--- config.mk ---
export PLATFORM = sky130hd
export DESIGN_NAME = icache_refill_ctrl
export DESIGN_NICKNAME = d
export VERILOG_FILES = /design/src/rtl/icache_pkg.sv /design/src/rtl/icache_refill_ctrl.sv
export SDC_FILE = /design/constraint.sdc
export NUM_CORES = 1
export LEC_CHECK = 0
export CAP_MARGIN = 10
export CORE_MARGIN = 2
export CORE_UTILIZATION = 38
export DETAILED_ROUTE_END_ITERATION = 10
export PLACE_DENSITY_LB_ADDON = 0.3
export REMOVE_ABC_BUFFERS = 1
export SYNTH_ARGS = -nofsm -noshare
export SYNTH_HDL_FRONTEND = slang
export SYNTH_SLANG_ARGS = --single-unit
--- constraint.sdc ---
create_clock -name clk_i -period 2.6 [get_ports clk_i]
set_input_delay 0.52 -clock clk_i [delete_from_list [all_inputs] [get_ports clk_i]]
set_output_delay 0.52 -clock clk_i [all_outputs]
set_load 0.1 [all_outputs]
--- src/rtl/icache_pkg.sv ---
// Shared instruction-cache definitions: refill FSM states and line geometry.
package icache_pkg;
  typedef enum logic [1:0] {IDLE, REQ, FILL, COMMIT} refill_state_t;

  localparam int LINE_WORDS = 4;
  localparam int DATA_W     = 32;
  localparam int LINE_OFF_W = $clog2(LINE_WORDS * DATA_W / 8);
endpackage

--- src/rtl/icache_refill_ctrl.sv ---
// I-cache line refill sequencer: stalls fetch on a miss, issues one burst per line,
// streams returned words into the data array, then pulses the line-replace enable.
module icache_refill_ctrl #(
  parameter int ADDR_W     = 32,
  parameter int DATA_W     = icache_pkg::DATA_W,
  parameter int LINE_WORDS = icache_pkg::LINE_WORDS
) (
  input  logic                          clk_i,
  input  logic                          reset_n_i,
  input  logic                          instr_miss_f_i,
  input  logic [ADDR_W-1:0]             pc_f_i,
  input  logic                          abort_i,
  output logic                          mem_req_o,
  output logic [ADDR_W-1:0]             mem_addr_o,
  input  logic                          mem_gnt_i,
  input  logic                          mem_rvalid_i,
  input  logic [DATA_W-1:0]             mem_rdata_i,
  output logic                          fill_we_o,
  output logic [$clog2(LINE_WORDS)-1:0] fill_idx_o,
  output logic [DATA_W-1:0]             fill_data_o,
  output logic [ADDR_W-1:0]             fill_addr_o,
  output logic                          instr_cache_rep_en_o,
  output logic                          stall_f_o,
  output logic [31:0]                   miss_count_o
);
  import icache_pkg::*;

  localparam int                IDX_W    = $clog2(LINE_WORDS);
  localparam int                OFF      = $clog2(LINE_WORDS * DATA_W / 8);
  localparam logic [IDX_W-1:0]  LAST_IDX = IDX_W'(LINE_WORDS - 1);
  localparam logic [ADDR_W-1:0] OFF_MASK = ADDR_W'((64'd1 << OFF) - 64'd1);

  refill_state_t    state, state_nxt;
  logic [IDX_W-1:0] cnt;

  always_ff @(posedge clk_i or negedge reset_n_i) begin
    if (!reset_n_i) state <= IDLE;
    else            state <= state_nxt;
  end

  // Grant beats abort in REQ; abort has no effect once the burst is accepted.
  always_comb begin
    state_nxt = state;
    unique case (state)
      IDLE:    if (instr_miss_f_i) state_nxt = REQ;
      REQ:     if (mem_gnt_i) state_nxt = FILL;
               else if (abort_i) state_nxt = IDLE;
      FILL:    if (mem_rvalid_i && cnt == LAST_IDX) state_nxt = COMMIT;
      COMMIT:  state_nxt = IDLE;
      default: state_nxt = IDLE;
    endcase
  end

  always_comb begin
    mem_req_o            = (state == REQ);
    mem_addr_o           = (state == REQ) ? fill_addr_o : '0;
    fill_we_o            = (state == FILL) && mem_rvalid_i;
    fill_idx_o           = cnt;
    fill_data_o          = mem_rdata_i;
    instr_cache_rep_en_o = (state == COMMIT);
    stall_f_o            = (state != IDLE) || instr_miss_f_i;
  end

  // Beat counter wraps naturally to 0 on the last beat of the line.
  always_ff @(posedge clk_i or negedge reset_n_i) begin
    if (!reset_n_i) begin
      cnt          <= '0;
      fill_addr_o  <= '0;
      miss_count_o <= '0;
    end else begin
      unique case (state)
        IDLE: if (instr_miss_f_i) begin
          fill_addr_o <= pc_f_i & ~OFF_MASK;
          if (miss_count_o != 32'hFFFF_FFFF) miss_count_o <= miss_count_o + 32'd1;
        end
        REQ:  if (mem_gnt_i) cnt <= '0;
        FILL: if (mem_rvalid_i) cnt <= cnt + IDX_W'(1);
        default: ;
      endcase
    end
  end
endmodule
==> impl_metrics.ini, run 1 <==
[setup_path]
crit_start = state[0]
crit_buf_inv = 2
critical-path-top-delay-family = simple AND/OR/NAND/NOR gates
crit_fanout = 6
crit_chain = inv_1, ha_1, nand2_1, or4_1, nor4_2, buf_4, nand3_1, xnor2_1
r2r-start = state[0]
cp-end-kind = flop
worstReg2RegEnd = miss_count_o[29]
r2r_slack_ns = 0.34
critical_path_class = reg2reg
worstSetupStartpointType = flop
slowest_stage = or4_1
reg2reg_depth = 8
worst_ep_arrival_time_ns = 2.47
cp.required_ns = 2.82
critPathMaxStageDelay_ns = 0.65

[place]
dp_hpwl_um = 7470
dpl.cell_count = 518
gp_congestion = 0.785
port_buffers = 127

[cts]
ctsResizeCount = 0
cts_tree = built
clk_latency_ns = 0.33
ctsHoldBuffers = 0
cts_buffers = 9
h-tree-depth = 3
postCtsSetupRepairBufs = 0
cts.sinks = 64
clkSlewWorstSetupHoldPaths_ns = 0.07
cts-root-buf = clkbuf_8
clk_path_buf_depth = 2

[detailed_routing]
vias_per_cell = 5.01
drtIter0Drc = 64
vias = 2670
drc = 0
ant_nets = 0
routedWlPerCell_um = 18.0
drt_wl_total_um = 9580
firstDrtPassIters = 5

[timing]
setup_viol = 0
layout_min_cycle_time_ns = 2.26
worst_pin_slew_ns = 0.563
slew_headroom = 0.625
fmax_ghz = 0.443
rsz0062_at_grt = no
post-route-period-util = 0.869
finalHoldViolCount = 0
fin_skew_ns = 0.00741
drv_slew = 0

[die]
die_y_um = 98.7
dieArea_um2 = 9750
rows = 34
die_width_um = 98.7
core_um2 = 8720
io_pins = 204
initial_core_util = 0.391

[synthesis]
synth_edf_count = 0
ys_seq_area_frac = 0.470
synth_area_um2 = 3410
synth_top_area_frac = 0.470
yosys-top-cells-area = dfrtp_1, mux2_2, buf_4
yosysMostFrequentCell = dfrtp_1
yosysTopAreaCell = dfrtp_1
synthCells = 315
syn_area_per_cell_um2 = 10.8
yosys-top-cells-count = dfrtp_1, buf_4, and2_1, mux2_2, nand3_1
yosysWarnings = 0
ys_seq_elements = 64
yosysUniqueCellTypes = 37
yosys_most_used_dff = dfrtp_1
async_reset_ff_frac = 1.00

[global_route]
grt_usage = 0.198
grt_pass1_vias = 2599
grt_max_degree = 65
grt_pass1_wl_um = 14700
grt_overflow = 0
antenna_found_initial = 0

[finish]
diodes = 0
fin_cells = 533
drive_gt1_frac = 0.367
nNetsFinal = 498
area_growth_pct = 44.9

[job]
cap_violations = 0

[outcome]
run_status = finished clean

[worst_hold_path]
holdCritPathClass = in2async
## state kept, by name (all words and copies together) (netlist names), named ones only
register      count
state             1
fill_addr_o      28
miss_count_o     32
fill_idx_o        2
## cell families (layout without fill, tap and decap cells)
family / after synthesis / count (layout) / synth area share
compound gates: 11 / 11 / 0.0238
xor+xnor: 28 / 28 / 0.0719
mux: 34 / 34 / 0.111
buf+inv: 55 / 158 / 0.105
fa+ha+maj: 7 / 7 / 0.0257
other cells: 1 / 8 / 0.00110
flops: 64 / 64 / 0.470
simple gates: 115 / 115 / 0.192
## worst max-delay path by stage
stage                             endpoint  slack (ns)  depth (start not counted)
after CTS                   mem_addr_o[29]        0.31                          5
after global routing      miss_count_o[29]        0.19                          8
after global placement    miss_count_o[29]        0.08                          7
final                     miss_count_o[29]        0.34                          8
after floorplan             mem_addr_o[31]       -0.41                          3
after detailed placement  miss_count_o[13]        0.06                          6
## per-stage QoR
step           area, um^2  hold WS, ns  TNS (ns)  utilization  setup WS [ns]
2_1_floorplan        3100        0.224    -11.93            -         -0.411
3_3_place_gp         4740        0.510         0        0.543         0.0795
3_5_place_dp         4740        0.514         0        0.543         0.0602
4_1_cts              4940        0.196         0        0.567          0.310
5_1_grt              4940        0.207         0        0.567          0.190
6_report             4940        0.186         0        0.567          0.341
## cell usage in the layout, fill, tap and decap left out, drive strengths merged, types with 3 or more instances in the layout
| cell | count |
|---|---|
| nor4 | 5 |
| nand2b | 3 |
| nor2 | 13 |
| nor3 | 9 |
| nand4 | 13 |
| mux2 | 30 |
| or4 | 3 |
| o21ai | 4 |
| mux2i | 4 |
| clkdlybuf4s50 | 32 |
| and2 | 32 |
| ha | 7 |
| xor2 | 14 |
| xnor2 | 14 |
| nand3 | 16 |
| and3 | 3 |
| clkbuf | 12 |
| conb | 8 |
| nand2 | 13 |
| buf | 104 |
| inv | 7 |
| dfrtp | 64 |
## metal layers
layer  GRT usage  wire length (um)  up-vias
li1            -                 -     1241
met2       0.279              4070      158
met1       0.261              4200     1265
met3       0.117              1250        6
met4      0.0506                64        0
met5           0                 0        -
## cell type report
type                       instances  area (um^2)
sequential                        64         1600
clock inverter                     3         40.0
inverter                           7         26.3
timing repair buffer             136         1500
clock buffer                      12          165
tap                              108          135
fill                             718         3780
multi-input combinational        203         1480
Power of run 1 is not shown: default switching activity piles up to over one toggle a cycle in this logic, so the estimate is an artifact.
==> run 2: changes to the inputs <==
--- a/config.mk
+++ b/config.mk
@@ -6,6 +6,7 @@
 export NUM_CORES = 1
 export LEC_CHECK = 0
 export CAP_MARGIN = 10
+export CORE_ASPECT_RATIO = 1.25
 export CORE_MARGIN = 2
 export CORE_UTILIZATION = 38
 export DETAILED_ROUTE_END_ITERATION = 10
==> impl_metrics.ini, run 2 (synthesis gave the netlist of run 1 again) <==
[die]
die_width_um = 88.7
io_pins = 204
core_um2 = 8700
dieArea_um2 = 9750
initial_core_util = 0.392
rows = 38
die_y_um = 110

[detailed_routing]
ant_nets = 0
vias = 2682
vias_per_cell = 4.89
drc = 0
drtIter0Drc = 102
routedWlPerCell_um = 17.2
firstDrtPassIters = 4
drt_wl_total_um = 9430

[cts]
ctsHoldBuffers = 0
cts_tree = built
cts.sinks = 64
h-tree-depth = 3
clkSlewWorstSetupHoldPaths_ns = 0.07
ctsResizeCount = 0
clk_path_buf_depth = 2
clk_latency_ns = 0.35
cts-root-buf = clkbuf_8
postCtsSetupRepairBufs = 0
cts_buffers = 9

[setup_path]
worstReg2RegEnd = miss_count_o[31]
reg2reg_depth = 8
cp.required_ns = 2.83
worstSetupStartpointType = flop
r2r_slack_ns = 0.32
worst_ep_arrival_time_ns = 2.51
r2r-start = state[0]
cp-end-kind = flop
crit_fanout = 5
critical_path_class = reg2reg

[finish]
mostFrequentLayoutCells = buf_4, dfrtp_1, and2_1, clkdlybuf4s50_1, buf_12
area_growth_pct = 46.6
largest_reg_flops = 32
fin_cells = 548
final_util = 0.575
finalInstanceArea_um2 = 5000
drive_gt1_frac = 0.371
nNetsFinal = 500
layout_commonest_cell = buf_4
top_register = miss_count_o
diodes = 0

[global_route]
antenna_found_initial = 0
grt_pass1_vias = 2683
grt_max_degree = 32
grt_overflow = 0
grt_pass1_wl_um = 14200
grt_usage = 0.197

[place]
dp_hpwl_um = 7490
gp_congestion = 0.833
port_buffers = 127
postPlaceCellArea_um2 = 4760
dpl.cell_count = 532

[timing]
post-route-period-util = 0.878
fin_skew_ns = 0.00742
drv_slew = 0
setup_viol = 0
slew_headroom = 0.603
worst_pin_slew_ns = 0.596
fmax_ghz = 0.438
layout_min_cycle_time_ns = 2.28
rsz0062_at_grt = no
finalHoldViolCount = 0

[worst_hold_path]
holdCritPathClass = in2async

[job]
cap_violations = 0

[outcome]
run_status = finished clean
[run 2: per-stage QoR]
stage	setup WS, ns	hold WS (ns)	setup TNS [ns]
floorplan	-0.411	0.224	-11.93
global placement	0.0688	0.510	0
detailed placement	0.0434	0.515	0
CTS	0.290	0.146	0
global route	0.158	0.171	0
finish	0.318	0.148	0
[run 2: how the worst max path moves through the flow]
stage                   startpoint  depth (start not counted)  slack [ns]               end
finish                    state[0]                          8        0.32  miss_count_o[31]
global route              state[0]                          7        0.16  miss_count_o[13]
CTS                           flop                          5        0.29    mem_addr_o[25]
detailed placement  instr_miss_f_i                          7        0.04  miss_count_o[29]
global placement    instr_miss_f_i                          7        0.07  miss_count_o[29]
floorplan                     flop                          3       -0.41    mem_addr_o[31]
[run 2: critical path: stages, from the launching register on]
cell	delay, ns
dfrtp_1	0.42
inv_1	0.14
ha_1	0.20
nand2_1	0.09
or4_1	0.63
nor4_2	0.28
buf_4	0.17
nand3_1	0.09
xnor2_1	0.13
[run 2: cell type report]
class / instances / area, um^2
flip-flops and latches: 64 / 1600
well taps: 120 / 150
clock buffers: 9 / 124
clock inverters: 7 / 120
inverters: 7 / 26.3
multi-input cells: 203 / 1480
repair buffers: 138 / 1500
fillers: 740 / 3700
[run 2: layer usage]
layer	GRT usage	share of wire	vias up
met5	0.0398	0.0040	-
met4	0.0617	0.013	2
met3	0.113	0.12	13
met2	0.275	0.43	170
met1	0.255	0.43	1257
li1	-	-	1240
Power of run 2 is left out for the same reason.
==> run 3: changes to the inputs <==
--- a/config.mk
+++ b/config.mk
@@ -8,10 +8,11 @@
 export CAP_MARGIN = 10
 export CORE_ASPECT_RATIO = 1.25
 export CORE_MARGIN = 2
-export CORE_UTILIZATION = 38
+export CORE_UTILIZATION = 35
 export DETAILED_ROUTE_END_ITERATION = 10
 export PLACE_DENSITY_LB_ADDON = 0.3
 export REMOVE_ABC_BUFFERS = 1
+export SKIP_CTS_REPAIR_TIMING = 1
 export SYNTH_ARGS = -nofsm -noshare
 export SYNTH_HDL_FRONTEND = slang
 export SYNTH_SLANG_ARGS = --single-unit
==> impl_metrics.ini, run 3 (synthesis gave the netlist of run 1 again) <==
[global_route]
grt_overflow = 0
grt_pass1_vias = 2652
antenna_found_initial = 0
grt_max_degree = 37
grt_pass1_wl_um = 14800
grt_usage = 0.184

[place]
dp_hpwl_um = 7550
dpl.cell_count = 537
port_buffers = 127
place_ws_ns = 0.0553
gp_congestion = 0.811

[setup_path]
crit_fanout = 5
critical_path_class = reg2reg
worst_ep_arrival_time_ns = 2.55
cp.required_ns = 2.81
worstSetupStartpointType = flop
cp-end-kind = flop

[finish]
top_register = miss_count_o
mostFrequentLayoutCells = buf_4, dfrtp_1, and2_1, clkdlybuf4s50_1, buf_12
drive_gt1_frac = 0.368
fin_cells = 553
area_growth_pct = 49.7
largest_reg_flops = 32
fill_cells = 858
layout_commonest_cell = buf_4
nNetsFinal = 499
final_util = 0.534
diodes = 0

[timing]
setup_ws_ns = 0.258
post-route-period-util = 0.901
rsz0062_at_grt = no
finalHoldViolCount = 0
fmax_ghz = 0.427
drv_slew = 0
slew_headroom = 0.546
hold_ws_ns = 0.227
worst_pin_slew_ns = 0.680
fin_skew_ns = 0.00761
setup_viol = 0
layout_min_cycle_time_ns = 2.34

[detailed_routing]
vias = 2695
drtIter0Drc = 89
ant_nets = 0
firstDrtPassIters = 4
drt_wl_total_um = 9600
routedWlPerCell_um = 17.4
drc = 0
vias_per_cell = 4.87

[cts]
h-tree-depth = 3
cts_buffers = 9
clkSlewWorstSetupHoldPaths_ns = 0.05
cts.sinks = 64
cts_tree = built
cts-root-buf = clkbuf_16
clk_latency_ns = 0.33
clk_path_buf_depth = 2

[outcome]
run_status = finished clean

[die]
dieArea_um2 = 10600
rows = 40
io_pins = 204
core_um2 = 9560
die_width_um = 92.3
die_y_um = 114
initial_core_util = 0.357

[job]
cap_violations = 0

[worst_hold_path]
holdCritPathClass = in2async
-- run 3: cell count changes in the layout (fill, tap and decap cells not counted) --
cell       delta
clkbuf_1      +1
clkbuf_8      -9
clkinv_4      -2
buf_12        +1
clkinv_2      +1
clkbuf_16     +9
buf_4         -2
-- run 3: per-layer routing --
layer,GRT usage,part of all wire,vias up
met1,0.230,0.42,1275
met4,0.0627,0.016,2
met5,0.0294,0.0033,-
met3,0.0935,0.12,16
li1,-,-,1242
met2,0.273,0.44,160
-- run 3: final timing paths --
kind / startpoint / endpoint / slack, ns / cells past startpoint
max in group asynchronous: reset_n_i / miss_count_o[8] / 1.73 / 2
min in group clk_i: fill_addr_o[12] / fill_addr_o[12] / 0.52 / 1
max: state[0] / miss_count_o[29] / 0.26 / 8
min: reset_n_i / fill_addr_o[12] / 0.23 / 1
max reg2reg: state[0] / miss_count_o[29] / 0.26 / 8
min reg2reg: fill_addr_o[12] / fill_addr_o[12] / 0.52 / 1
-- run 3: cell type report --
type | count | area [um^2] | area share
flip-flops and latches | 64 | 1600 | 0.314
multi-input cells | 203 | 1480 | 0.289
inverters | 7 | 26.3 | 0.00515
clock buffers | 10 | 229 | 0.0449
clock inverters | 6 | 108 | 0.0211
well taps | 126 | 158 | 0.0309
repair buffers | 137 | 1510 | 0.295
-- run 3: worst max-delay path, stage by stage (launching register included) --
cell,delay (ns)
dfrtp_1,0.41
inv_1,0.14
ha_1,0.23
nand2_1,0.12
or4_1,0.64
nor4_2,0.28
buf_4,0.17
nand3_1,0.09
xnor2_1,0.13
-- run 3: stage by stage --
step / area [um^2] / TNS, ns
6_report: 5100 / 0
5_1_grt: 5100 / 0
4_1_cts: 5100 / 0
3_5_place_dp: 4770 / 0
3_3_place_gp: 4770 / 0
2_1_floorplan: 3100 / -11.93
Power of run 3 is left out for the same reason.
